`config.mk`:
```
export PLATFORM = sky130hd
export DESIGN_NAME = mac_stream_driver
export DESIGN_NICKNAME = d
export VERILOG_FILES = /design/src/rtl/mac_drv_pkg.sv /design/src/rtl/mac_drv_fifo.sv /design/src/rtl/mac_stream_driver.sv
export SDC_FILE = /design/constraint.sdc
export NUM_CORES = 1
export LEC_CHECK = 0
export ABC_AREA = 1
export ABC_CLOCK_PERIOD_IN_PS = 2400
export CAP_MARGIN = 30
export CORE_ASPECT_RATIO = 0.9
export CORE_MARGIN = 2
export CORE_UTILIZATION = 44
export DETAILED_ROUTE_END_ITERATION = 10
export PLACE_DENSITY = 0.78
export SYNTH_ARGS = -nofsm -noshare
export SYNTH_HDL_FRONTEND = slang
export SYNTH_SLANG_ARGS = --single-unit
```
`constraint.sdc`:
```
create_clock -name clk -period 2.4 [get_ports clk]
set_clock_uncertainty 0.1 [all_clocks]
set_input_delay 0.6 -clock clk [delete_from_list [all_inputs] [get_ports clk]]
set_output_delay 0.6 -clock clk [all_outputs]
set_load 0.05 [all_outputs]
```
`src/rtl/mac_drv_pkg.sv`:
```
// Shared types and widths for the MAC tile stream driver.
package mac_drv_pkg;

    localparam int OP_W  = 8;
    localparam int ACC_W = 16;
    localparam int CNT_W = 8;

    typedef enum logic [2:0] {
        IDLE    = 3'd0,
        CLEAR   = 3'd1,
        FEED    = 3'd2,
        WAIT    = 3'd3,
        CAPTURE = 3'd4,
        RESULT  = 3'd5
    } state_e;

    typedef struct packed {
        logic [OP_W-1:0] a;
        logic [OP_W-1:0] b;
        logic            last;
    } fifo_entry_t;

    // Product truncated to the accumulator width, matching the tile's wrap.
    function automatic logic [ACC_W-1:0] mac_product(input logic [OP_W-1:0] a,
                                                     input logic [OP_W-1:0] b);
        return ACC_W'(a) * ACC_W'(b);
    endfunction

    function automatic logic [CNT_W-1:0] sat_inc(input logic [CNT_W-1:0] c);
        return (c == '1) ? c : c + CNT_W'(1);
    endfunction

endpackage

```
`src/rtl/mac_drv_fifo.sv`:
```
// Synchronous FIFO with first-word fall-through read and a registered full flag.
module mac_drv_fifo #(
    parameter int  DEPTH   = 4,
    parameter type entry_t = mac_drv_pkg::fifo_entry_t
) (
    input  logic   clk,
    input  logic   rst_n,
    input  logic   push,
    input  entry_t din,
    input  logic   pop,
    output entry_t dout,
    output logic   full,
    output logic   empty
);

    localparam int            AW       = $clog2(DEPTH);
    localparam logic [AW:0]   FULL_CNT = (AW + 1)'(DEPTH);
    localparam logic [AW:0]   CNT_ONE  = (AW + 1)'(1);
    localparam logic [AW-1:0] PTR_ONE  = AW'(1);

    entry_t        mem [DEPTH];
    logic [AW-1:0] wr_ptr, rd_ptr;
    logic [AW:0]   cnt, cnt_nxt;
    logic          do_push, do_pop;

    assign do_push = push && !full;
    assign do_pop  = pop && !empty;
    assign empty   = (cnt == '0);
    assign dout    = mem[rd_ptr];

    always_comb begin
        cnt_nxt = cnt;
        if (do_push && !do_pop)
            cnt_nxt = cnt + CNT_ONE;
        else if (!do_push && do_pop)
            cnt_nxt = cnt - CNT_ONE;
    end

    always_ff @(posedge clk) begin
        if (do_push)
            mem[wr_ptr] <= din;
    end

    // full resets high so the upstream sees "not ready" while in reset;
    // it is looked ahead from cnt_nxt so a pop never frees a slot same-cycle.
    always_ff @(posedge clk or negedge rst_n) begin
        if (!rst_n) begin
            wr_ptr <= '0;
            rd_ptr <= '0;
            cnt    <= '0;
            full   <= 1'b1;
        end else begin
            if (do_push)
                wr_ptr <= wr_ptr + PTR_ONE;
            if (do_pop)
                rd_ptr <= rd_ptr + PTR_ONE;
            cnt  <= cnt_nxt;
            full <= (cnt_nxt == FULL_CNT);
        end
    end

endmodule

```
`src/rtl/mac_stream_driver.sv`:
```
// Streams operand bursts into the 8x8 MAC tile and returns each dot product.
// Define MAC_DRV_SHADOW_CHECK_EN to add a shadow accumulator that flags tile mismatches on err.
module mac_stream_driver
    import mac_drv_pkg::*;
#(
    parameter int LAT   = 1,
    parameter int DEPTH = 4
) (
    input  logic             clk,
    input  logic             rst_n,
    input  logic             s_valid,
    output logic             s_ready,
    input  logic [OP_W-1:0]  s_a,
    input  logic [OP_W-1:0]  s_b,
    input  logic             s_last,
    output logic             m_valid,
    input  logic             m_ready,
    output logic [ACC_W-1:0] m_acc,
    output logic [CNT_W-1:0] m_count,
    output logic [OP_W-1:0]  mac_a,
    output logic [OP_W-1:0]  mac_b,
    output logic             mac_ena,
    output logic             mac_rst_n,
    input  logic [OP_W-1:0]  mac_acc_lo,
    input  logic [OP_W-1:0]  mac_acc_hi,
    output logic             busy,
    output logic             err
);

    localparam logic [2:0] WAIT_INIT = 3'(LAT - 1);

    state_e          state, state_nxt;
    fifo_entry_t     push_entry, head;
    logic            fifo_full, fifo_empty;
    logic            pop, clr_acc;
    logic [2:0]      wait_cnt;
    logic [OP_W-1:0] a_hold, b_hold;

    assign push_entry = '{a: s_a, b: s_b, last: s_last};
    assign s_ready    = !fifo_full;

    mac_drv_fifo #(
        .DEPTH   (DEPTH),
        .entry_t (fifo_entry_t)
    ) u_fifo (
        .clk   (clk),
        .rst_n (rst_n),
        .push  (s_valid),
        .din   (push_entry),
        .pop   (pop),
        .dout  (head),
        .full  (fifo_full),
        .empty (fifo_empty)
    );

    always_ff @(posedge clk or negedge rst_n) begin
        if (!rst_n)
            state <= IDLE;
        else
            state <= state_nxt;
    end

    always_comb begin
        state_nxt = state;
        case (state)
            IDLE:    if (!fifo_empty) state_nxt = CLEAR;
            CLEAR:   state_nxt = FEED;
            FEED:    if (!fifo_empty && head.last) state_nxt = WAIT;
            WAIT:    if (wait_cnt == 3'd0) state_nxt = CAPTURE;
            CAPTURE: state_nxt = RESULT;
            RESULT:  if (m_ready) state_nxt = fifo_empty ? IDLE : CLEAR;
            default: state_nxt = IDLE;
        endcase
    end

    always_comb begin
        pop     = 1'b0;
        clr_acc = 1'b0;
        m_valid = 1'b0;
        case (state)
            CLEAR:   clr_acc = 1'b1;
            FEED:    pop     = !fifo_empty;
            RESULT:  m_valid = 1'b1;
            default: ;
        endcase
    end

    assign busy = (state != IDLE);

    // The pop cycle itself is the accumulate cycle; operands fall through from the FIFO head.
    assign mac_ena = pop;
    assign mac_a   = pop ? head.a : a_hold;
    assign mac_b   = pop ? head.b : b_hold;

    // Looked ahead from state_nxt so the clear lines up exactly with the CLEAR cycle.
    always_ff @(posedge clk or negedge rst_n) begin
        if (!rst_n)
            mac_rst_n <= 1'b0;
        else
            mac_rst_n <= (state_nxt != CLEAR);
    end

    always_ff @(posedge clk or negedge rst_n) begin
        if (!rst_n) begin
            a_hold <= '0;
            b_hold <= '0;
        end else if (pop) begin
            a_hold <= head.a;
            b_hold <= head.b;
        end
    end

    always_ff @(posedge clk or negedge rst_n) begin
        if (!rst_n)
            m_count <= '0;
        else if (clr_acc)
            m_count <= '0;
        else if (pop)
            m_count <= sat_inc(m_count);
    end

    always_ff @(posedge clk or negedge rst_n) begin
        if (!rst_n)
            wait_cnt <= '0;
        else if (pop && head.last)
            wait_cnt <= WAIT_INIT;
        else if (state == WAIT && wait_cnt != 3'd0)
            wait_cnt <= wait_cnt - 3'd1;
    end

    always_ff @(posedge clk or negedge rst_n) begin
        if (!rst_n)
            m_acc <= '0;
        else if (state == CAPTURE)
            m_acc <= {mac_acc_hi, mac_acc_lo};
    end

`ifdef MAC_DRV_SHADOW_CHECK_EN
    logic [ACC_W-1:0] shadow;
    logic             err_q;

    always_ff @(posedge clk or negedge rst_n) begin
        if (!rst_n) begin
            shadow <= '0;
            err_q  <= 1'b0;
        end else begin
            if (clr_acc)
                shadow <= '0;
            else if (pop)
                shadow <= shadow + mac_product(head.a, head.b);
            if (state == CAPTURE && shadow != {mac_acc_hi, mac_acc_lo})
                err_q <= 1'b1;
        end
    end

    assign err = err_q;
`else
    assign err = 1'b0;
`endif

endmodule

```
Yosys cells after proc, flatten, opt, wreduce, memory -nomap -nowiden
Memories as Yosys holds them, arrays and structs flattened.
Cells that the tools add are included.
{ "totals": {"wordCells": 66, "output_inout_bits": 46, "ram_bits": 68, "mem_count": 1, "in_bits": 37, "regBits": 55} }
{ "memory_table": {"columns": ["memory", "depth", "word_bits", "read_ports", "rd_clocked_by_memory_dff", "wr", "line", "source"], "rows": [
  ["u_fifo.mem", 4, 17, 1, 0, 1, "mac_drv_fifo.sv:21", "entry_t mem [DEPTH];"]
]} }
{ "op_classes": {"reduce_logical": 19, "eq_ne": 9, "n_mux": 20, "addsub": 6} }
{ "op_table": {"columns": ["operator", "count"], "rows": [
  ["8-bit 2-to-1 mux", 5],
  ["3-bit 2-to-1 mux", 8],
  ["3-bit one-hot mux with 6 select lines", 1],
  ["3-bit == test (second input constant)", 3],
  ["3-bit zero test", 3],
  ["8-bit by 1-bit adder with 8-bit output (second input constant)", 1],
  ["8-bit == test (second input constant)", 1],
  ["1-bit logical AND", 7],
  ["3-bit by 2-bit == test with 1-bit output (second input constant)", 2],
  ["1-bit 2-to-1 mux", 6],
  ["3-bit nonzero test", 2],
  ["3-bit by 1-bit subtractor with 3-bit output (second input constant)", 2],
  ["2-bit by 1-bit adder with 2-bit output (second input constant)", 2],
  ["1-bit zero test", 4],
  ["2-bit nonzero test", 2],
  ["3-bit by 1-bit adder with 3-bit output (second input constant)", 1],
  ["3-bit by 1-bit == test with 1-bit output (second input constant)", 1],
  ["3-bit by 1-bit inequality test with 1-bit output (second input constant)", 1],
  ["2-bit inequality test (second input constant)", 1],
  ["2-bit AND reduction", 1]
]} }

Depth between registers and ports, before layout
{ "logic_depth": {"depth_word": 8, "depth_mapped": 11, "ltp_nobuf": 11} }

Cells and area by module
From an unflattened synthesis, not the netlist that was laid out.
{ "unflattened": {"cells_unflattened": 445, "hier_area_um2": 5233.8} }
{ "by_module_without_submodules": {"columns": ["mod", "cells_each", "n_inst", "seq_area_each_um2", "area_each_um2"], "rows": [
  ["mac_drv_fifo", 230, 1, 2243.4, 3071.7],
  ["mac_stream_driver", 215, 1, 1176.1, 2162.1]
]} }

Worst setup path before layout
No wires, ideal clock.
{ "synth_path": {"path_kind": "register -> output", "startpoint": "register u_fifo.cnt[0]", "endpoint": "output mac_a[0]", "path_slack_ps": -364, "n_path_buf": 2, "t_arrival_ps": 2064, "path_stages_with_launch": 9, "required_time_ps": 1700, "cell_sequence": "dfrtp_1 > inv_1 > ha_1 > nand2_1 > nand3_4 > inv_4 > buf_12 > buf_6 > a31oi_1"} }
{ "synth_via": {"elab_chain_len": 4} }
{ "synth_rtl": {"columns": ["item", "line", "source"], "rows": [
  ["from (decl)", "mac_drv_fifo.sv:23", "logic [AW:0] cnt, cnt_nxt;"],
  ["from (signal assigned)", "mac_drv_fifo.sv:57", "cnt <= cnt_nxt;"],
  ["3-bit zero test", "mac_drv_fifo.sv:28", "assign empty = (cnt == '0);"],
  ["1-bit zero test", "mac_stream_driver.sv:82", "FEED: pop = !fifo_empty;"],
  ["1-bit 2-to-1 mux", "mac_stream_driver.sv:80", "case (state)"],
  ["net mac_ena", "mac_stream_driver.sv:22", "output logic mac_ena,"],
  ["8-bit 2-to-1 mux", null, null],
  ["to (decl)", "mac_stream_driver.sv:20", "output logic [OP_W-1:0] mac_a,"]
]} }
The timed path passes the listed nets, and every way through them passes these cells.

Worst setup path in the final report
{ "layout_path": {"startpoint": "register u_fifo.cnt[0]", "endpoint": "output mac_b[2]"} }
{ "layout_via": {"elab_chain_len": 4} }
{ "layout_rtl": {"columns": ["item", "line", "source"], "rows": [
  ["3-bit zero test", "mac_drv_fifo.sv:28", null],
  ["1-bit zero test", "mac_stream_driver.sv:82", null],
  ["1-bit 2-to-1 mux", "mac_stream_driver.sv:80", null],
  ["8-bit 2-to-1 mux", null, null],
  ["to (decl)", "mac_stream_driver.sv:21", "output logic [OP_W-1:0] mac_b,"]
]} }
Every way passes these cells.

==> impl_metrics.env <==
export IMPL_netlist_area_sq_um=5140
export IMPL_drive_gt1_frac=0.234
export IMPL_clock_sink_count=123
export IMPL_drc=0
export IMPL_grt_pass1_wl_mm=20.3
export IMPL_dieArea_sq_um=12600
export IMPL_cp_num_buf_inv=4
export IMPL_yosysTopAreaCellShare=0.397
export IMPL_yosysMostFrequentCell="nor2_1"
export IMPL_setup_violations=17
export IMPL_syn_inst=476
export IMPL_dpl_hpwl_mm=7.38
export IMPL_cts_hold_buf=0
export IMPL_grt_setup_unrepaired="true"
export IMPL_diodes=0
export IMPL_violations="setup timing"
export IMPL_clk_latency_ps=410
export IMPL_multi_input_area_sq_um=1780
export IMPL_clkTransAtPathRegs_ps=60
export IMPL_syn2layout_area_growth_pct=44.6
export IMPL_post_drt_wl_per_cell_um=17.1
export IMPL_cp_required_ps=1700
export IMPL_fin_crit_ps=2600
export IMPL_die_h_um=107
export IMPL_slew_viol_final=0
export IMPL_relSlewSlack=0.651
export IMPL_grt_use_total=0.212
export IMPL_seqCellArea_sq_um=3420
export IMPL_hold_slack_ps=114
export IMPL_vias=3885
export IMPL_io_buffers=81
export IMPL_core_area_sq_um=11400
export IMPL_cp_slowest_stage_delay_ps=400
export IMPL_ys_ff_latch=123
export IMPL_synthArstFlopShare=0.447
export IMPL_path_class="flop to output pin"
export IMPL_cp_end_kind="output pin"
export IMPL_avgSynthCellArea_sq_um=10.8
export IMPL_arrival_ps=1900
export IMPL_dp_cells=710
export IMPL_fin_crit_sh=1.08
export IMPL_cts_tree="done"
export IMPL_die_w_um=118
export IMPL_worst_path_max_fanout=6
export IMPL_synth_nets=523
export IMPL_cp_top_family="buffers and inverters"
export IMPL_antenna_found_initial=0
export IMPL_cts_made_buffers=17
export IMPL_via_per_inst=5.10
export IMPL_initial_core_util=0.451
export IMPL_cts_path_max_buffers=2
export IMPL_hold_class="primary input to asynchronous set/reset pin"
export IMPL_firstDrtPassIters=4
export IMPL_fill_cells=830
export IMPL_place_ws_ps=-53.9
export IMPL_grt_max_degree=32
export IMPL_dr_first_iter_drc_count=300
export IMPL_ys_flop_type="edfxtp_1"
export IMPL_synth_edf_count=68
export IMPL_antenna_left=0
export IMPL_finalNonFillerCells=762
export IMPL_start_kind="flop"
export IMPL_yosysUniqueCellTypes=34
export IMPL_overflow=0
export IMPL_crit_path_cell_trace="inv_2 -> ha_4 -> nand2_4 -> nand3_4 -> clkinv_8 -> clkbuf_16 -> a31oi_4 -> buf_6"
export IMPL_fin_nets=640
export IMPL_p_per_area_nw_per_um2=1640
export IMPL_ios=83
export IMPL_yosysWarnings=0
export IMPL_cts_htree_levels=4
export IMPL_fin_ws_ps=-200
export IMPL_hold_viol_final=0
export IMPL_grt_pass1_vias=4063
export IMPL_drv_cap=0
export IMPL_ys_seq_area_frac=0.665
export IMPL_ir_drop_uv=983
export IMPL_clock_root_buffer="clkbuf_16"
export IMPL_fp_row_count=37
export IMPL_worstMarginPinSlew_ps=521
export IMPL_synthTopCellsByCount="98 x nor2_1, 87 x nand2_1, 68 x edfxtp_1"
export IMPL_yosys_top_cells_area="edfxtp_1 40%, dfrtp_1 26%, nor2_1 7.2%, nand2_1 6.4%, o21ai_0 3.5%"
export IMPL_cp_slowest_cell="dfrtp_1"
export IMPL_finalPower_uw=12200
export IMPL_gp_congestion=0.778
export IMPL_drt_total_wl_mm=13.0
export IMPL_fmax_ghz=0.385
export IMPL_power_leakage_uw=0.00313
export IMPL_status="finished with violations"
export IMPL_yosysTopAreaCell="edfxtp_1"
-- report_power, final --
group | internal (uW) | switching, uW | total [uW]
clock | 1760 | 999 | 2760
sequential | 2900 | 364 | 3260
combinational | 2270 | 3910 | 6180
total | 6940 | 5270 | 12200
-- cell usage in the layout (no fill, tap or decap), types with 5 or more instances in the layout --
cell and n:
ha_1 9, o21ai_0 32, buf_12 8, dfrtp_1 52, inv_1 29, o21ai_1 10
nor2_1 83, clkbuf_16 18, dlymetal6s2s_1 5, buf_4 25, nand2_1 86, a31oi_4 16
nor2_4 11, xor2_1 5, buf_6 17, nand3_1 16, edfxtp_1 68, inv_6 5
nor2_2 7, clkdlybuf4s50_1 54, inv_2 6
-- final cells by class --
type                    instances  area share
flip-flops and latches        123       0.461
multi-input cells             297       0.239
repair buffers                115       0.166
clock buffers                  17      0.0573
clock inverters                15      0.0285
well taps                     156      0.0263
inverters                      39      0.0222
-- sequential cells by signal, indices dropped and copies added, names as in the netlist, 3 cells and up --
register	cells
m_acc	16
m_count	8
u_fifo.cnt	3
state	3
b_hold	8
wait_cnt	3
u_fifo.mem	68
a_hold	8
-- logic make-up (layout without fill, tap and decap cells) --
family	count (synthesis)	count (layout)	synth area share
AOI/OAI and AO/OA	63	63	0.0674
DFF	123	123	0.665
xor gates and xnor gates	5	5	0.00852
and+or+nand+nor	218	218	0.179
adders and majority gates	10	10	0.0243
other	1	1	0.000730
buffers and inverters	56	186	0.0543
-- per-stage QoR --
| step | cell area (sq um) | util | setup TNS (ps) |
|---|---|---|---|
| floorplan | 5240 | - | -1100 |
| global placement | 6260 | 0.550 | 0 |
| detailed placement | 6260 | 0.550 | -122 |
| CTS | 7280 | 0.639 | -2740 |
| global route | 7430 | 0.652 | -4140 |
| finish | 7430 | 0.652 | -2780 |
-- final timing paths --
| path | from | end | slack (ps) | cells after the start |
|---|---|---|---|---|
| max in group asynchronous | rst_n | u_fifo.full | 1780 | 2 |
| worst max-delay path | u_fifo.cnt[0] | mac_b[2] | -200 | 8 |
| worst min-delay path | rst_n | a_hold[0] | 110 | 2 |
| min in group clk | m_acc[10] | m_acc[10] | 370 | 2 |
| worst max register to register | u_fifo.cnt[0] | wait_cnt[2] | 540 | 12 |
| worst min register to register | m_acc[10] | m_acc[10] | 370 | 2 |
-- layer usage --
layer | vias up | share of wire | track usage
li1 | 1829 | - | -
met1 | 1896 | 0.38 | 0.239
met2 | 137 | 0.54 | 0.375
met3 | 23 | 0.054 | 0.0579
met4 | 0 | 0.024 | 0.103
met5 | - | 0 | 0
-- repair_timing --
action / 4_1_cts / 5_1_grt
buffers inserted: 13 / 5
pin swaps: 8 / 15
setup endpoints to repair: 19 / 22
cloned: 2 / 1
resized for setup: 57 / 28
-- worst register-to-register path, delay by kind of cell (launching register included) --
family | cells | cell delay, ps
fa+ha+maj | 1 | 170
buf+inv | 5 | 560
flops | 1 | 370
simple gates | 6 | 560
(Power assumes the default switching activity.)
